### src/rtl/pipe_pkg.sv
// Shared definitions for the pipeline stage registers of the 5-stage MIPS core.
package pipe_pkg;

  typedef enum logic [1:0] {
    PIPE_EMPTY = 2'd0,
    PIPE_ONE   = 2'd1,
    PIPE_TWO   = 2'd2
  } pipe_state_e;

  localparam logic [31:0] MIPS_NOP = 32'h0000_0000;

endpackage

### src/rtl/pipe_stage_reg.sv
// Valid/ready pipeline stage register with flush-to-bubble and an optional
// skid slot that takes out_ready off the in_ready timing path.
module pipe_stage_reg
  import pipe_pkg::*;
#(
  parameter int                 DATA_W = 32,
  parameter int                 SKID   = 1,
  parameter logic [DATA_W-1:0]  BUBBLE = '0
) (
  input  logic              clk,
  input  logic              reset,
  input  logic              flush,
  input  logic              in_valid,
  output logic              in_ready,
  input  logic [DATA_W-1:0] in_data,
  output logic              out_valid,
  input  logic              out_ready,
  output logic [DATA_W-1:0] out_data,
  output logic [1:0]        occupancy
);

  logic accept;
  logic emit;

  assign accept = in_valid && in_ready;
  assign emit   = out_valid && out_ready;

  generate
    if (SKID != 0) begin : g_skid
      pipe_state_e       state_q, state_d;
      logic [DATA_W-1:0] m_data_p0;
      logic [DATA_W-1:0] s_data_p0;
      logic              load_m_in;
      logic              load_m_s;
      logic              load_s;

      always_ff @(posedge clk) begin
        if (reset) state_q <= PIPE_EMPTY;
        else       state_q <= state_d;
      end

      always_comb begin
        state_d   = state_q;
        load_m_in = 1'b0;
        load_m_s  = 1'b0;
        load_s    = 1'b0;
        if (flush) begin
          state_d = PIPE_EMPTY;
        end else begin
          case (state_q)
            PIPE_EMPTY: begin
              if (accept) begin
                state_d   = PIPE_ONE;
                load_m_in = 1'b1;
              end
            end
            PIPE_ONE: begin
              if (accept && emit) begin
                load_m_in = 1'b1;
              end else if (accept) begin
                state_d = PIPE_TWO;
                load_s  = 1'b1;
              end else if (emit) begin
                state_d = PIPE_EMPTY;
              end
            end
            PIPE_TWO: begin
              if (emit) begin
                state_d  = PIPE_ONE;
                load_m_s = 1'b1;
              end
            end
            default: state_d = PIPE_EMPTY;
          endcase
        end
      end

      // Slot storage: main slot feeds the output, skid slot catches the one
      // beat accepted after downstream stalls.
      always_ff @(posedge clk) begin
        if (reset || flush) begin
          m_data_p0 <= BUBBLE;
          s_data_p0 <= BUBBLE;
        end else begin
          if (load_m_in)     m_data_p0 <= in_data;
          else if (load_m_s) m_data_p0 <= s_data_p0;
          if (load_s)        s_data_p0 <= in_data;
        end
      end

      always_comb begin
        occupancy = 2'd0;
        case (state_q)
          PIPE_ONE: occupancy = 2'd1;
          PIPE_TWO: occupancy = 2'd2;
          default:  occupancy = 2'd0;
        endcase
      end

      assign out_valid = (state_q == PIPE_ONE) || (state_q == PIPE_TWO);
      assign in_ready  = !reset && (state_q != PIPE_TWO);
      assign out_data  = m_data_p0;
    end else begin : g_single
      logic              vld_p0;
      logic [DATA_W-1:0] data_p0;

      always_ff @(posedge clk) begin
        if (reset || flush) begin
          vld_p0  <= 1'b0;
          data_p0 <= BUBBLE;
        end else if (accept) begin
          vld_p0  <= 1'b1;
          data_p0 <= in_data;
        end else if (emit) begin
          vld_p0  <= 1'b0;
        end
      end

      assign out_valid = vld_p0;
      assign in_ready  = !reset && (!vld_p0 || out_ready);
      assign out_data  = data_p0;
      assign occupancy = {1'b0, vld_p0};
    end
  endgenerate

endmodule

### config.mk
export PLATFORM = sky130hd
export DESIGN_NAME = pipe_stage_reg
export DESIGN_NICKNAME = d
export VERILOG_FILES = /design/src/rtl/pipe_pkg.sv /design/src/rtl/pipe_stage_reg.sv
export SDC_FILE = /design/constraint.sdc
export NUM_CORES = 1
export LEC_CHECK = 0
export CAP_MARGIN = 10
export CORE_MARGIN = 2
export CORE_UTILIZATION = 50
export CTS_CLUSTER_SIZE = 30
export DETAILED_ROUTE_END_ITERATION = 12
export MAX_ROUTING_LAYER = met4
export PLACE_DENSITY_LB_ADDON = 0.1
export SLEW_MARGIN = 10
export SYNTH_ARGS = -nofsm -noshare
export SYNTH_HDL_FRONTEND = slang
export SYNTH_SLANG_ARGS = --single-unit
### constraint.sdc
create_clock -name clk -period 6.01 [get_ports clk]
set_input_delay 0.9015 -clock clk [delete_from_list [all_inputs] [get_ports clk]]
set_output_delay 0.9015 -clock clk [all_outputs]
set_load 0.02 [all_outputs]
==> results.toml <==
[run_status]
status = "completed"

[clocking]
cts_tree = "done"
postCtsSetupBuffers = 0
clk_pin_slew_worst_paths_ns = 0.07
clock_latency_ns = 0.33
cts_max_level = 3
cts_buffers = 9
max-clock-path-buffers = 2
clock_sinks = 66
ctsRootBufferMaster = "clkbuf_8"
ctsResizeCount = 0
hold_buffers = 0

[place]
gp_congestion = 0.790
dp_hpwl_mm = 3.83
pre_cts_ws_ns = 2.84
placed_area_um2 = 3630
port_buffers = 72

[synth]
synth-adder-area-share_pct = 2.14
seq_area_frac_synth_pct = 45.1
synth_top_area_share_pct = 45.1
synth_seq_cells = 66
synth_compound_area_share_pct = 20.9
synth_top_cell_by_area = "dfxtp_1"
syn_area_um2 = 2930
synth_nets = 355
syn_inst = 313
yosys_warnings = 0
synth.area.top_cells = "dfxtp_1 45%, a211oi_2 14%, mux2i_1 11%"
ys_types = 25
avgSynthCellArea_um2 = 9.35
synth-xor-area-share_pct = 0
synthSimpleGateAreaFrac_pct = 15.0
synth_top_family_by_area = "compound AO/OA/AOI/OAI gates"
muxShareOfSynthArea_pct = 11.3

[power]
power_density_nw_per_um2 = 226
ir_drop_mv = 0.128
power_uw = 859
p_leak_nw = 1.48

[critical_path]
worst-endpoint-required_ns = 5.11
worst-setup-path-type = "in2out"
cp_max_fo = 5
critPathMaxStageDelay_ns = 0.62
arrival_ns = 2.08
path_delay_family = "buffers and inverters"
crit_path_start = "reset"
crit_buf_inv = 2
path_cells = "clkdlybuf4s50_1 -> nor2_1 -> clkdlybuf4s50_1"
critPathCaptureType = "output port"
reg2reg_from = "g_skid.state_q[0]"
cpMaxStageDelayCell = "clkdlybuf4s50_1"
cp_common_cell = "clkdlybuf4s50_1"
startpoint_type = "primary input"

[timing]
finalSetupTns_ns = 0
min_period_over_period_pct = 49.7
max_freq_ghz = 0.335
setup_violations = 0
holdWs_ns = 0.455
min_period_ns = 2.99
grt_setup_unrepaired = "no"
max_slew_margin_pct = 42.5
hold_violations = 0
worst_pin_slew_ns = 0.863
worst_slack_ns = 3.02
drv_slew = 0
finClkSkew_ns = 0.00622

[layout]
final_nets = 418
drive_gt1_share_pct = 14.2
mostFrequentLayoutCells = "72 x clkdlybuf4s50_1, 66 x nand2_1, 66 x dfxtp_1"
layout_commonest_cell = "clkdlybuf4s50_1"
antenna_cells = 0
final_area_um2 = 3800
area_growth_pct = 29.8
fillers = 466

[detailed_routing]
drc = 0
num_vias = 2411
dr_wl_met3_um = 242
drtPass1Iterations = 4
post_drt_wl_per_cell_um = 13.4
topRoutingLayerUsed = "met4"
wl_met2_mm = 2.92
viasPerCell = 5.33
drt_iter0_drc = 128
ant_nets = 0
met1_length_mm = 2.74
drt-total-wl_mm = 6.04

[global_route]
grt_overflow = 0
grt_pass1_wl_mm = 9.85
first_global_vias = 2160
track_usage_pct = 20.2
antenna_found_initial = 0
grt_max_degree = 68

[floorplanning]
num_io_pins = 73
die_area_um2 = 6480
coreArea_um2 = 5570
initial_core_util_pct = 52.5
row_count = 27
die_w_um = 80.5
chipHeight_um = 80.5

[min_path]
hp-start = "g_skid.s_data_p0[19]"
min_path_type = "reg2reg"

[job]
cap_viol_max_count = 0
-- cells by family (layout without fill, tap and decap cells) --
family / count (synthesis) / after routing
mux: 33 / 33
flops: 66 / 66
simple gates: 110 / 110
compound gates: 71 / 71
fa+ha+maj: 5 / 5
buf+inv: 28 / 95
-- final timing paths --
kind,end,slack (ns),depth (start not counted)
max reg2reg,out_data[25],3.42,7
min reg2reg,g_skid.s_data_p0[19],0.46,2
max,in_ready,3.02,3
min,g_skid.s_data_p0[19],0.46,2
-- sequential cells by signal (all words and copies together), names as in the netlist --
signal,flops
g_skid.s_data_p0,32
out_data,32
g_skid.state_q,2
-- per-stage QoR --
step	std cells	util, %
6_report	452	68.1
2_1_floorplan	313	-
3_5_place_dp	437	65.1
4_1_cts	452	68.1
3_3_place_gp	437	65.1
5_1_grt	452	68.1
-- final cells by class --
| class | instances | area [um2] | share of cell area (%) |
|---|---|---|---|
| Clock buffer | 12 | 155 | 4.09 |
| Clock inverter | 3 | 15.0 | 0.395 |
| Multi-Input combinational cell | 219 | 1450 | 38.1 |
| Sequential cell | 66 | 1320 | 34.8 |
| Inverter | 3 | 11.3 | 0.297 |
| Timing Repair Buffer | 77 | 758 | 20.0 |
| Tap cell | 72 | 90.1 | 2.37 |
-- cells in the mapped netlist --
library cell and count:
dfxtp_1 66, nand2_1 66, nor2_1 35, mux2i_1 33, a211oi_2 32, a21oi_1 32
clkbuf_1 10, buf_2 8, buf_6 6, ha_1 5, inv_1 3, a221oi_1 2
nand3_1 2, or2_2 2, a211o_1 1, a21o_1 1, and3_1 1, buf_1 1
nand2b_1 1, nand4b_1 1, nor3b_1 1, o21a_1 1, o21ai_0 1, o22ai_1 1
or3b_1 1
-- report_power, final --
part	internal, mW	switching [mW]
logic	0.0439	0.0456
clock network	0.168	0.155
registers	0.444	0.00353
total	0.655	0.204
-- worst min-delay path, cell delays in order, from the launching register on --
cell and delay (ns):
dfxtp_1 0.31, nand2_1 0.05, a21oi_1 0.05
-- per-layer routing --
| metal | up-vias | GRT usage, % |
|---|---|---|
| met5 | - | - |
| met4 | 0 | 9.83 |
| met3 | 15 | 4.27 |
| met2 | 57 | 32.5 |
| met1 | 1139 | 24.2 |
| li1 | 1200 | - |
Power figures use the tool's default switching activity.
